--- src/rtl/sram_port_arbiter.sv ---
// sram_port_arbiter: shares one SRAM-like memory port between inst and data requesters
// Ports:
//   clk, resetn                  clock (rising edge), asynchronous active-low reset
//   inst_* / data_* (inputs)     requester side: req, wr, size, wstrb, addr, wdata
//   inst_* / data_* (outputs)    addr_ok (accepted), data_ok (response), rdata
//   mem_* (outputs)              downstream request: req, wr, size, wstrb, addr, wdata
//   mem_addr_ok, mem_data_ok,    downstream accept, in-order response and read data
//   mem_rdata
//   outst_cnt                    accepted-but-unreturned transaction count
//   resp_err                     sticky: a response arrived with nothing outstanding
module sram_port_arbiter #(
   parameter int MAX_OUTST  = 4,
   parameter int STARVE_LIM = 3
) (
   input  logic        clk,
   input  logic        resetn,
   input  logic        inst_req,
   input  logic        inst_wr,
   input  logic [1:0]  inst_size,
   input  logic [3:0]  inst_wstrb,
   input  logic [31:0] inst_addr,
   input  logic [31:0] inst_wdata,
   output logic        inst_addr_ok,
   output logic        inst_data_ok,
   output logic [31:0] inst_rdata,
   input  logic        data_req,
   input  logic        data_wr,
   input  logic [1:0]  data_size,
   input  logic [3:0]  data_wstrb,
   input  logic [31:0] data_addr,
   input  logic [31:0] data_wdata,
   output logic        data_addr_ok,
   output logic        data_data_ok,
   output logic [31:0] data_rdata,
   output logic        mem_req,
   output logic        mem_wr,
   output logic [1:0]  mem_size,
   output logic [3:0]  mem_wstrb,
   output logic [31:0] mem_addr,
   output logic [31:0] mem_wdata,
   input  logic        mem_addr_ok,
   input  logic        mem_data_ok,
   input  logic [31:0] mem_rdata,
   output logic [3:0]  outst_cnt,
   output logic        resp_err
);
   localparam int PW = (MAX_OUTST > 1) ? $clog2(MAX_OUTST) : 1;
   logic                 lock_vld, lock_owner;
   logic [3:0]           starve_cnt;
   logic [PW-1:0]        wr_ptr, rd_ptr;
   logic [MAX_OUTST-1:0] owner_q;
   logic                 gnt_vld, gnt_data, req_g, full, acc, pop, head;

   function automatic logic [PW-1:0] nxt(input logic [PW-1:0] p);
      return (p == PW'(MAX_OUTST - 1)) ? '0 : p + 1'b1;
   endfunction

   // A request left waiting on mem_addr_ok stays locked to its owner until accepted
   assign gnt_vld  = lock_vld | data_req | inst_req;
   assign gnt_data = lock_vld ? lock_owner
                              : data_req & ~(inst_req & (starve_cnt == 4'(STARVE_LIM)));
   assign req_g    = gnt_data ? data_req : inst_req;
   // Full is taken from the registered count, so a same-cycle pop does not reopen the port
   assign full     = outst_cnt == 4'(MAX_OUTST);
   assign mem_req  = resetn & gnt_vld & req_g & ~full;
   assign mem_wr    = gnt_vld & (gnt_data ? data_wr : inst_wr);
   assign mem_size  = gnt_vld ? (gnt_data ? data_size  : inst_size)  : '0;
   assign mem_wstrb = gnt_vld ? (gnt_data ? data_wstrb : inst_wstrb) : '0;
   assign mem_addr  = gnt_vld ? (gnt_data ? data_addr  : inst_addr)  : '0;
   assign mem_wdata = gnt_vld ? (gnt_data ? data_wdata : inst_wdata) : '0;
   assign acc          = mem_req & mem_addr_ok;
   assign data_addr_ok = acc & gnt_data;
   assign inst_addr_ok = acc & ~gnt_data;
   assign pop          = mem_data_ok & (outst_cnt != '0);
   assign head         = owner_q[rd_ptr];
   assign data_data_ok = pop & head;
   assign inst_data_ok = pop & ~head;
   assign inst_rdata   = mem_rdata;
   assign data_rdata   = mem_rdata;

   always_ff @(posedge clk or negedge resetn)
      if (!resetn) begin
         lock_vld   <= 1'b0;
         lock_owner <= 1'b0;
         starve_cnt <= '0;
         wr_ptr     <= '0;
         rd_ptr     <= '0;
         owner_q    <= '0;
         outst_cnt  <= '0;
         resp_err   <= 1'b0;
      end else begin
         if (acc) lock_vld <= 1'b0;
         else if (mem_req) begin
            lock_vld   <= 1'b1;
            lock_owner <= gnt_data;
         end
         if (!inst_req || (acc && !gnt_data)) starve_cnt <= '0;
         else if (acc && starve_cnt != 4'(STARVE_LIM)) starve_cnt <= starve_cnt + 4'd1;
         if (acc) begin
            owner_q[wr_ptr] <= gnt_data;
            wr_ptr          <= nxt(wr_ptr);
         end
         if (pop) rd_ptr <= nxt(rd_ptr);
         outst_cnt <= outst_cnt + {3'd0, acc} - {3'd0, pop};
         if (mem_data_ok && outst_cnt == '0) resp_err <= 1'b1;
      end
endmodule

--- config.mk ---
export PLATFORM = sky130hd
export DESIGN_NAME = sram_port_arbiter
export DESIGN_NICKNAME = d
export VERILOG_FILES = /design/src/rtl/sram_port_arbiter.sv
export SDC_FILE = /design/constraint.sdc
export NUM_CORES = 1
export LEC_CHECK = 0
export ABC_AREA = 0
export BUFFER_PORTS_ARGS = -buffer_cell sky130_fd_sc_hd__buf_2
export CAP_MARGIN = 10
export CORE_AREA = 2 2 127 129
export DETAILED_ROUTE_END_ITERATION = 16
export DIE_AREA = 0 0 129 131
export HOLD_SLACK_MARGIN = 0.02
export SLEW_MARGIN = 20
export SYNTH_ARGS = -nofsm -noshare
export SYNTH_HDL_FRONTEND = slang
export SYNTH_SLANG_ARGS = --single-unit
export TNS_END_PERCENT = 5
--- constraint.sdc ---
create_clock -name clk -period 2.5 [get_ports clk]
set_input_delay 0.375 -clock clk [delete_from_list [all_inputs] [get_ports clk]]
set_output_delay 0.375 -clock clk [all_outputs]
set_load 0.05 [all_outputs]
After elaboration in Yosys (flattened, before gate mapping)
Index checks and enable logic that the tools add are counted. W data, S select, Z words.

$add $sub $neg: 5. $lt $le $gt $ge: 3. Eq/ne operators: 5. Multiplexer cells: 22. Bitwise logic cells: 19. Reductions and logical operators: 12.

Operator list (count): $mux W32 (4); $mux W4 (4); $and A1 B1 Y1 (12); $mux W2 (4); $mux W1 (7); $lt A2 B3 Y1 const B (2); $not A1 Y1 (5); $add A2 B1 Y2 const B (2); $add A4 B1 Y4 (1); $add A4 B1 Y4 const B (1); $bwmux W4 (1); $eq A2 B2 Y1 const B (2); $eq A4 B2 Y1 const B (1); $eq A4 B3 Y1 const B (1); $logic_and A1 B1 Y1 (4); $logic_not A4 Y1 (1); $ne A4 B2 Y1 const B (1); $reduce_bool A2 Y1 (2); $reduce_bool A4 Y1 (1); $sub A4 B1 Y4 (1); $bmux W1 S2 (1); $demux W1 S2 (1); $ge A2 B1 Y1 const B (1); $logic_not A1 Y1 (2); 3 further kinds (4).

Flip-flop bits (word level): 19. Bits of input ports: 180. Output and inout port bits: 145. Logic and storage cells: 74.

Logic depth before layout (Yosys ltp)
Gate-level depths: netlist of run 1.

Depth in word-level cells: 12. Depth in mapped cells: 11. Mapped depth without buffers: 10.

Worst setup path after synthesis of run 1
Ideal clock, no wire load.

Path type: flip-flop to flip-flop. From: reg outst_cnt[2]. To: reg outst_cnt[2]. Arrival time: 2507 ps. Path slack: -129 ps. Stages on the path, launching flop included: 11. Path buffers: 1. Clock period less this slack: 2629 ps. Cells stage by stage: dfrtp_1 -> ha_1 -> or3b_1 -> o2111a_2 -> and2_4 -> buf_6 -> xnor2_1 -> ha_1 -> inv_1 -> fa_1 -> xnor2_1.

Cells in the longest elaborated chain, start to end: 6. Elaborated cells between the ends (all ways): 8. Those cells by class: add/sub: 2; eq/ne: 1; bitwise: 4; reduce/logical: 1.

Ends and longest elaborated chain: start, declared (line 44) `output logic [3:0] outst_cnt,`; start signal, assigned (line 104) `outst_cnt <= outst_cnt + {3'd0, acc} - {3'd0, pop};`; $eq A4 B3 Y1 (line 64) `assign full = outst_cnt == 4'(MAX_OUTST);`; $not A1 Y1 (line 65) `assign mem_req = resetn & gnt_vld & req_g & ~full;`; $and A1 B1 Y1 (line 65); $and A1 B1 Y1 (line 71) `assign acc = mem_req & mem_addr_ok;`; $add A4 B1 Y4 (line 104); $sub A4 B1 Y4 (*) (line 104).

Every way passes the cells marked *; elsewhere a longest branch is shown, timed or not. A chain may end at the register's enable or synchronous reset.

Final worst setup path of run 1
From: reg starve_cnt[1]. To: out mem_wdata[2].

Cells in the longest elaborated chain, start to end: 7.

Ends and longest elaborated chain: start, declared (line 49) `logic [3:0] starve_cnt;`; start signal, assigned (line 98) `else if (acc && starve_cnt != 4'(STARVE_LIM)) starve_cnt <= starve_cnt + 4'd1;`; $eq A4 B2 Y1 (line 61) `: data_req & ~(inst_req & (starve_cnt == 4'(STARVE_LIM)));`; $and A1 B1 Y1 (line 61); $not A1 Y1 (line 61); $and A1 B1 Y1 (line 61); $mux W1 (line 60) `assign gnt_data = lock_vld ? lock_owner`; $mux W32 (2 in a row) (line 70) `assign mem_wdata = gnt_vld ? (gnt_data ? data_wdata : inst_wdata) : '0;`; end, declared (line 40) `output logic [31:0] mem_wdata,`.

Every way passes these cells.

==> run metrics, run 1 <==
CP Capture Type=primary output; largest net degree at the start of global routing=41; Clk Tree Root Cell=clkbuf_16; slowest stage delay, CP=between 0.3 and 0.4 ns; global-route wire length before repair=roughly 16 mm; syn avg cell area=~6.4 µm²; slew at the pin closest to its max-slew limit=approximately 0.38 ns; DRT Pass-1 Iters=5; Worst path depth=7; cell taking the most area after synthesis=nand2_1; CTS tree=yes; Synthesis Warnings=0; synthesized flop and latch total=19; Core Area=roughly 16000 µm²; top-area cell type share of the netlist area=0.215; Netlist Area Pre-Place=around 2600 µm²; latest clock arrival within the worst-skew pair=around 0.25 ns; Tcrit/Tclk final=0.989; Final setup violation count=0; Max IR drop VDD=about 0.85 mV; Worst path slowest cell=dfrtp_1; vias in the first global route=2845; Iter 0 DRT Violations=140; Worst Path Arrival=roughly 2.1 ns; Synth top cells by count=nand2_1 (150), a21oi_1 (74), buf_4 (64); # hold bufs at CTS=0; I/O Pins=approximately 330; Worst setup SP type=flip-flop; Reg2Reg Depth=10; initial antenna violation count=0; Final nets=around 780; die span in y=~130 µm; RD Place Congestion=between 0.7 and 0.8; Max Clock Freq=roughly 400 MHz; Remaining DRCs=0; Num CTS Buffers=3; input/output buffers=approximately 230; die area=16900 µm²; Final Hold Vio Count=0; P&R area growth vs syn=60.1%; Worst Path Required=2.12 ns; RSZ-0062 raised after global routing=true; synth top area cells=nand2_1 (21%), buf_4 (18%), dfrtp_1 (18%); crit path time final=between 2 and 2.5 ns; row cnt=46; max cap viols=0; H-Tree Depth=1; Hold WC Path Type=input pin to asynchronous set/reset pin; grt total ovfl=0; Crit. Startpoint=starve_cnt[1]; Total Wirelength=12.0 mm; status=complete, no violations; Vias=between 3000 and 4000; Leak=roughly 2.2 nW; Worst Path Max Fanout=12; n_diodes=0; Starting Density=0.168; post-synthesis sequential area ratio=0.181; Pins Over Slew Limit=0; clock-pin slew of the registers on the worst-case setup and hold paths=around 0.06 ns; count leader, synth=nand2_1; final-layout fill cell count=1733; Tot Pwr=around 7 mW; syn_nets=approximately 600; Async SR Flop Fraction=1.00; Die X=129 µm; CP endpoint=mem_wdata[2]; DP Wirelength=9.10 mm; Placed Area=roughly 3700 µm²; share of layout cells above drive strength 1=0.516; CP delay by family, top=buffers and inverters; clk sinks=19; synth unique cells=37; reg-to-reg endpoint=outst_cnt[2]; CP bufs+invs=2; Synth Flop Type=dfrtp_1; Post-synth EDFFs=0; Antenna Nets Post-Route=0; flop2flop setup slack=0.21 ns; aggregate global-route resource usage=0.119; Mapped Cells=just over 400; worst-path cell chain=ha_2 -> nor3b_4 -> a21o_4 -> bufbuf_16 -> nand2_1 -> a21oi_1 -> buf_4; reg2reg start=outst_cnt[3]; clk_skew=roughly 0.0011 ns; wire length per cell=15.0 µm; kind of critical path=flip-flop to primary output; clock buffer depth=2; Design Area, Final=around 4200 µm²; DR vias/cell=4.16; pwr dens=1620 nW/µm²; max_slew headroom=0.749
[layout by cell type, fill, tap and decap left out, types with 2 or more instances in the layout]
| master | Yosys | layout |
|---|---|---|
| buf_2 | 17 | 163 |
| nand2_1 | 150 | 150 |
| buf_4 | 64 | 68 |
| a21oi_1 | 74 | 51 |
| a21oi_2 | 0 | 22 |
| dfrtp_1 | 19 | 16 |
| ha_1 | 11 | 10 |
| nor2_1 | 9 | 9 |
| a31oi_1 | 9 | 9 |
| clkbuf_4 | 0 | 9 |
| buf_6 | 1 | 9 |
| inv_1 | 8 | 7 |
| buf_12 | 0 | 7 |
| nand3_1 | 6 | 6 |
| clkbuf_16 | 0 | 5 |
| dfrtp_2 | 0 | 3 |
| or3b_1 | 2 | 2 |
| xnor2_1 | 2 | 2 |
| and3_1 | 2 | 2 |
| o221ai_1 | 2 | 2 |
| nand4_1 | 2 | 2 |
| o21ai_1 | 2 | 2 |
| mux2_2 | 2 | 2 |
[worst min path at each step]
stage | from | end | slack, ns
floorplan | resetn | lock_owner | 0.08
global placement | resetn | rd_ptr[0] | 0.40
detailed placement | resetn | outst_cnt[0] | 0.40
CTS | resetn | rd_ptr[0] | 0.13
global route | resetn | outst_cnt[0] | 0.14
finish | resetn | outst_cnt[0] | 0.12
[cells by family (layout without fill, tap and decap cells)]
group,Yosys count,after routing,synth area share
xor gates and xnor gates,3,3,0.0100
DFF,19,19,0.181
adders and majority gates,12,12,0.0602
buffers and inverters,100,271,0.246
and+or+nand+nor,179,179,0.279
AOI/OAI and AO/OA,95,95,0.202
muxes,4,4,0.0210
[metrics by stage]
stage | setup slack [ns] | TNS [ns] | cells | utilization | hold WS, ns
2_1_floorplan | -0.0364 | -2.15 | 412 | - | 0.0794
3_3_place_gp | 0.100 | 0 | 788 | 0.238 | 0.400
3_5_place_dp | 0.0856 | 0 | 788 | 0.238 | 0.400
4_1_cts | -0.0229 | -0.0298 | 793 | 0.258 | 0.129
5_1_grt | -0.0463 | -0.595 | 799 | 0.269 | 0.136
6_report | 0.0276 | 0 | 799 | 0.269 | 0.124
[report_power, final]
group	internal [mW]	total (mW)	switching [mW]
Sequential	0.443	0.544	0.101
Clock	0.216	0.342	0.125
Combinational	1.97	5.92	3.95
[layout make-up]
class | count | area (µm²) | share of cell area
Clock buffer | 3 | 75.1 | 0.0179
Multi-Input combinational cell | 293 | 1620 | 0.385
Tap cell | 216 | 270 | 0.0644
Inverter | 8 | 30.0 | 0.00716
Clock inverter | 1 | 7.51 | 0.00179
Sequential cell | 19 | 479 | 0.114
Timing Repair Buffer | 259 | 1720 | 0.409
[routing by layer]
metal  global-route usage  wire (µm)  share of wire  up-vias
met4               0.0185        120          0.010        0
met5                    0          0              0        -
met3               0.0318       1010          0.084       19
li1                     -          -              -     1637
met1                0.156       5170           0.43     1496
met2                0.200       5700           0.48      175
[registers in the layout, indices dropped and copies added, names as in the netlist]
| name | cells |
|---|---|
| lock_owner | 1 |
| lock_vld | 1 |
| outst_cnt | 4 |
| owner_q | 4 |
| rd_ptr | 2 |
| resp_err | 1 |
| starve_cnt | 4 |
| wr_ptr | 2 |
[timing repair]
item,4_1_cts,5_1_grt
gates cloned,1,2
setup endpoints to repair,63,73
gates resized for setup,67,34
setup buffers,0,4
pin swaps,2,3
Note: power is estimated with default switching activity, not from simulation.
==> inputs of run 2 (changes only) <==
--- a/config.mk
+++ b/config.mk
@@ -12,6 +12,7 @@
 export DETAILED_ROUTE_END_ITERATION = 16
 export DIE_AREA = 0 0 129 131
 export HOLD_SLACK_MARGIN = 0.02
+export MAX_ROUTING_LAYER = met4
 export SLEW_MARGIN = 20
 export SYNTH_ARGS = -nofsm -noshare
 export SYNTH_HDL_FRONTEND = slang
==> run 2 against run 1 <==
Net effect:
- clock power barely moved
- count of clock-buffer cells in the layout stayed put
- sequential share of layout area stayed put
- critical path depth unchanged
- total power hardly changed
- combinational power hardly changed
- die area stayed put
==> run metrics, run 2 (same netlist as run 1, synthesis figures left out) <==
latest clock arrival within the worst-skew pair=between 0.2 and 0.3 ns; row cnt=46; Antenna Nets Post-Route=0; input/output buffers=~230; Leak=~2.2 nW; Die X=about 130 µm; Final nets=just under 800; Starting Density=0.168; Vias=approximately 3300; I/O Pins=325; die span in y=between 100 and 150 µm; Num CTS Buffers=3; Pins Over Slew Limit=0; Hold WC Path Type=input pin to asynchronous set/reset pin; Clk Tree Root Cell=clkbuf_16; clock buffer depth=2; DR vias/cell=4.16; die area=approximately 17000 µm²; clk sinks=19; met1 Use GR=0.157; clk_skew=0.00113 ns; flop2flop setup slack=0.21 ns; Final Hold Vio Count=0; share of layout cells above drive strength 1=0.516; largest registers=outst_cnt x4, owner_q x4, starve_cnt x4; Crit. Startpoint=starve_cnt[1]; largest net degree at the start of global routing=slightly above 40; Top Usage Layer GRT=met2; commonest non-fill, non-tap cell in the layout=buf_2; RSZ-0062 raised after global routing=true; Max Clock Freq=about 400 MHz; register area=approximately 480 µm²; Tcrit/Tclk final=0.986; status=complete, no violations; Worst Path Required=~2.1 ns; DRT Pass-1 Iters=5; met2 usage=0.200; global-route wire length before repair=approximately 16 mm; CP Capture Type=primary output; Worst setup SP type=flip-flop; n_diodes=0; max_slew headroom=0.749; Core Util, Final=0.269; final-layout fill cell count=between 1500 and 2000; grt total ovfl=0; CTS tree=yes; P&R area growth vs syn=60.1%; Worst Path Max Fanout=12; multi-input logic area=between 1500 and 2000 µm²; setup TNS=0 ns; initial antenna violation count=0; Final setup violation count=0; most frequent cells in the layout=buf_2 (163), nand2_1 (150), buf_4 (68); max cap viols=0; Placed Area=around 3700 µm²; Total Wirelength=between 10 and 15 mm; Core Area=roughly 16000 µm²; Iter 0 DRT Violations=between 100 and 150; RD Place Congestion=between 0.7 and 0.8; aggregate global-route resource usage=0.123; crit path time final=roughly 2.5 ns; slew at the pin closest to its max-slew limit=between 0.3 and 0.4 ns; # hold bufs at CTS=0; wire length per cell=14.9 µm; Max IR drop VDD=approximately 0.86 mV; Remaining DRCs=0; Worst Path Arrival=between 2 and 2.5 ns; clock-pin slew of the registers on the worst-case setup and hold paths=0.06 ns; reg2reg start=outst_cnt[3]; pwr dens=between 1500 and 2000 nW/µm²; met3 Usage GRT=0.0305; DP Wirelength=~9.1 mm; H-Tree Depth=1; vias in the first global route=between 2000 and 3000; kind of critical path=flip-flop to primary output; Design Area, Final=4200 µm²
-- run 2: cell counts in the layout (fill, tap and decap cells not counted) --
Identical to the previous run, type by type.
-- run 2: path summary, 6_finish.rpt --
path / endpoint / cells after the start
setup / recovery: mem_wdata[2] / 7
hold / removal: outst_cnt[0] / 2
setup reg to reg: outst_cnt[2] / 10
hold reg to reg: resp_err / 1
max in group asynchronous: lock_vld / 2
min in group clk: resp_err / 2
-- run 2: final cells by class --
type	instances	area share
clock buffers	3	0.0179
clock inverters	1	0.00179
inverters	8	0.00716
multi-input cells	293	0.385
flip-flops and latches	19	0.114
well taps	216	0.0644
repair buffers	259	0.409
-- run 2: metrics by stage --
| step | cells | worst slack [ns] | power, mW | hold WS, ns |
|---|---|---|---|---|
| after floorplan | 412 | -0.0364 | 4.57 | 0.0794 |
| after global placement | 788 | 0.100 | 5.78 | 0.400 |
| after detailed placement | 788 | 0.0856 | 5.80 | 0.400 |
| after CTS | 793 | -0.0229 | 6.58 | 0.129 |
| after global routing | 799 | -0.0463 | 7.26 | 0.136 |
| final | 799 | 0.0348 | 6.81 | 0.124 |
-- run 2: timing repair --
action / 4_1_cts / 5_1_grt
pin swaps: 2 / 3
gates resized for setup: 67 / 34
buffers inserted: 0 / 4
endpoints found under the hold margin: 0 / 0
cloned: 1 / 2
setup endpoints to repair: 63 / 73
-- run 2: metal layers --
layer | part of all wire | vias to the layer above
met5 | 0 | -
met4 | 0.0082 | 0
met3 | 0.081 | 17
met2 | 0.48 | 179
met1 | 0.43 | 1492
li1 | - | 1637
-- run 2: report_power, final --
group          switching, mW  leakage, nW  total, mW  internal, mW
Clock                  0.125       0.0371      0.342         0.216
Combinational           3.95         1.92       5.92          1.97
Sequential             0.101        0.224      0.544         0.443
Total                   4.17         2.18       6.81          2.63
-- run 2: worst max-delay path, cell delays in order, from the launching register on --
cell,delay [ns]
dfrtp_1,0.39
ha_2,0.20
nor3b_4,0.29
a21o_4,0.23
bufbuf_16,0.30
nand2_1,0.06
a21oi_1,0.15
buf_4,0.23
==> inputs of run 3 (changes only) <==
==> constraint.sdc (replaced) <==
create_clock -name clk -period 2.6 [get_ports clk]
set_input_delay 0.39 -clock clk [delete_from_list [all_inputs] [get_ports clk]]
set_output_delay 0.39 -clock clk [all_outputs]
set_load 0.05 [all_outputs]
==> run 3 against run 2 <==
Net effect:
- global-route usage is 0.47 points lower
- hold slack worse by 0.0026 ns
- sequential cell count unchanged
- highest routed layer unchanged
- routed wire length is 4.3% lower
- total power fell by 11%
- largest cell class is now multi-input gates
- register-to-register slack gained 0.06 ns
- critical endpoint is now mem_addr[5]
- clock skew grew 0.0022 ns
==> run metrics, run 3 (same netlist as run 1, synthesis figures left out) <==
status=complete, no violations; CP delay by family, top=compound AO/OA/AOI/OAI gates; Layout Cells excl Fill=between 700 and 800; crit path time final=between 2 and 3 ns; max_slew headroom=0.697; latest clock arrival within the worst-skew pair=about 0.25 ns; slowest stage delay, CP=~0.40 ns; Antenna Nets Post-Route=0; global-route wire length before repair=between 15 and 20 mm; aggregate global-route resource usage=0.118; input/output buffers=approximately 230; pwr dens=1550 nW/µm²; Worst Path Max Fanout=32; setup TNS=0 ns; Leak=~2.1 nW; Iter 0 DRT Violations=about 220; Psw=about 3.9 mW; slew at the pin closest to its max-slew limit=roughly 0.45 ns; Worst Path Required=~2.2 ns; # hold bufs at CTS=0; Die X=129 µm; Tot Pwr=about 6.1 mW; max cap viols=0; wire length per cell=14.5 µm; largest registers=outst_cnt x4, owner_q x4, starve_cnt x4; part of the power in registers=0.086; initial antenna violation count=0; switching share of power=0.640; Worst path slowest cell=dfrtp_1; CTS tree=yes; H-Tree Depth=1; Pint=2.18 mW; worst-path cell chain=ha_2 -> nor3b_4 -> a21o_4 -> buf_12 -> nand2_1 -> a21oi_1 -> buf_4; clk_skew=roughly 0.0033 ns; clock buffer depth=2; Core Area=~16000 µm²; Starting Density=0.168; Design Area, Final=just under 4000 µm²; Tcrit/Tclk final=0.973; row cnt=46; clock-pin slew of the registers on the worst-case setup and hold paths=approximately 0.05 ns; n_diodes=0; Placed Area=around 3700 µm²; combinational share of power=0.862; Clk Tree Root Cell=clkbuf_16; DP Wirelength=around 8.8 mm; DR vias/cell=4.14; P&R area growth vs syn=49.3%; Num CTS Buffers=3; Hold WC Path Type=input pin to asynchronous set/reset pin; Max Clock Freq=around 400 MHz; Setup WS pre-CTS=a little under 0.1 ns; die span in y=approximately 130 µm; Vias=~3300; die area=roughly 17000 µm²; DRT Pass-1 Iters=4; RD Place Congestion=approximately 0.76; Total Wirelength=between 10 and 15 mm; share of layout cells above drive strength 1=0.471; clk sinks=19; CP bufs+invs=2; commonest non-fill, non-tap cell in the layout=buf_2; most frequent cells in the layout=buf_2 (206), nand2_1 (150), a21oi_1 (68); kind of critical path=flip-flop to primary output; grt total ovfl=0; vias in the first global route=between 2000 and 3000; I/O Pins=around 330; Pins Over Slew Limit=0; Final setup violation count=0; Final nets=roughly 760; final worst slack=~0.07 ns; Remaining DRCs=0; Worst Path Arrival=2.14 ns; Max IR drop VDD=0.687 mV; part of the power in the clock network=0.052; Final Hold Vio Count=0; largest net degree at the start of global routing=50; RSZ-0062 raised after global routing=true; CP Capture Type=primary output; Inst Count DP=between 700 and 800; Worst setup SP type=flip-flop
[run 3: changes by cell type in the layout (fill, tap and decap cells not counted), sizes merged]
cell / before / now
buf: 247 / 238
bufbuf: 1 / 0
clkbuf: 14 / 13
clkinvlp: 1 / 0
[run 3: final cells by class]
| cell class | instances | area, µm² |
|---|---|---|
| fill | 1758 | 11700 |
| multi-input combinational | 293 | 1550 |
| timing repair buffer | 247 | 1500 |
| sequential | 19 | 478 |
| tap | 216 | 270 |
| clock buffer | 4 | 78.8 |
| inverter | 8 | 30.0 |
[run 3: final timing paths]
check | from | end | slack [ns] | depth (start not counted)
max | starve_cnt[0] | mem_addr[5] | 0.07 | 7
min | resetn | rd_ptr[0] | 0.12 | 2
max reg2reg | outst_cnt[3] | outst_cnt[1] | 0.27 | 10
min reg2reg | resp_err | resp_err | 0.47 | 1
max in group asynchronous | resetn | outst_cnt[3] | 2.25 | 2
min in group clk | mem_data_ok | resp_err | 0.42 | 2
[run 3: routing by layer]
metal / vias up / part of all wire / GRT usage
li1: 1608 / - / -
met1: 1425 / 0.42 / 0.157
met2: 209 / 0.46 / 0.185
met3: 15 / 0.11 / 0.0314
met4: 0 / 0.0088 / 0.0153
met5: - / 0 / -
[run 3: worst register-to-register path, stage by stage, from the launching register on]
cell	delay, ns
dfrtp_2	0.39
inv_1	0.08
ha_1	0.14
or3b_1	0.37
o2111a_2	0.19
and2_4	0.16
xnor2_1	0.15
ha_1	0.18
inv_1	0.05
fa_1	0.47
inv_1	0.04
[run 3: timing repair]
item	CTS	global route
endpoints found under the hold margin	0	0
pin swaps	0	1
setup buffers	1	0
endpoints found under the setup margin	71	63
resized for setup	3	30
gates cloned	0	2
[run 3: metrics by stage]
stage,util,hold WS (ns)
3_3_place_gp,0.237,0.399
3_5_place_dp,0.237,0.400
2_1_floorplan,-,0.0944
6_report,0.251,0.122
4_1_cts,0.243,0.131
5_1_grt,0.251,0.134
[run 3: power groups by stage]
stage	combinational, mW	clock (mW)	sequential (mW)
after global placement	5.01	0	0.524
after detailed placement	5.03	0	0.528
final	5.23	0.315	0.522
after floorplan	3.74	0	0.651
after CTS	5.06	0.324	0.524
after global routing	5.61	0.338	0.548
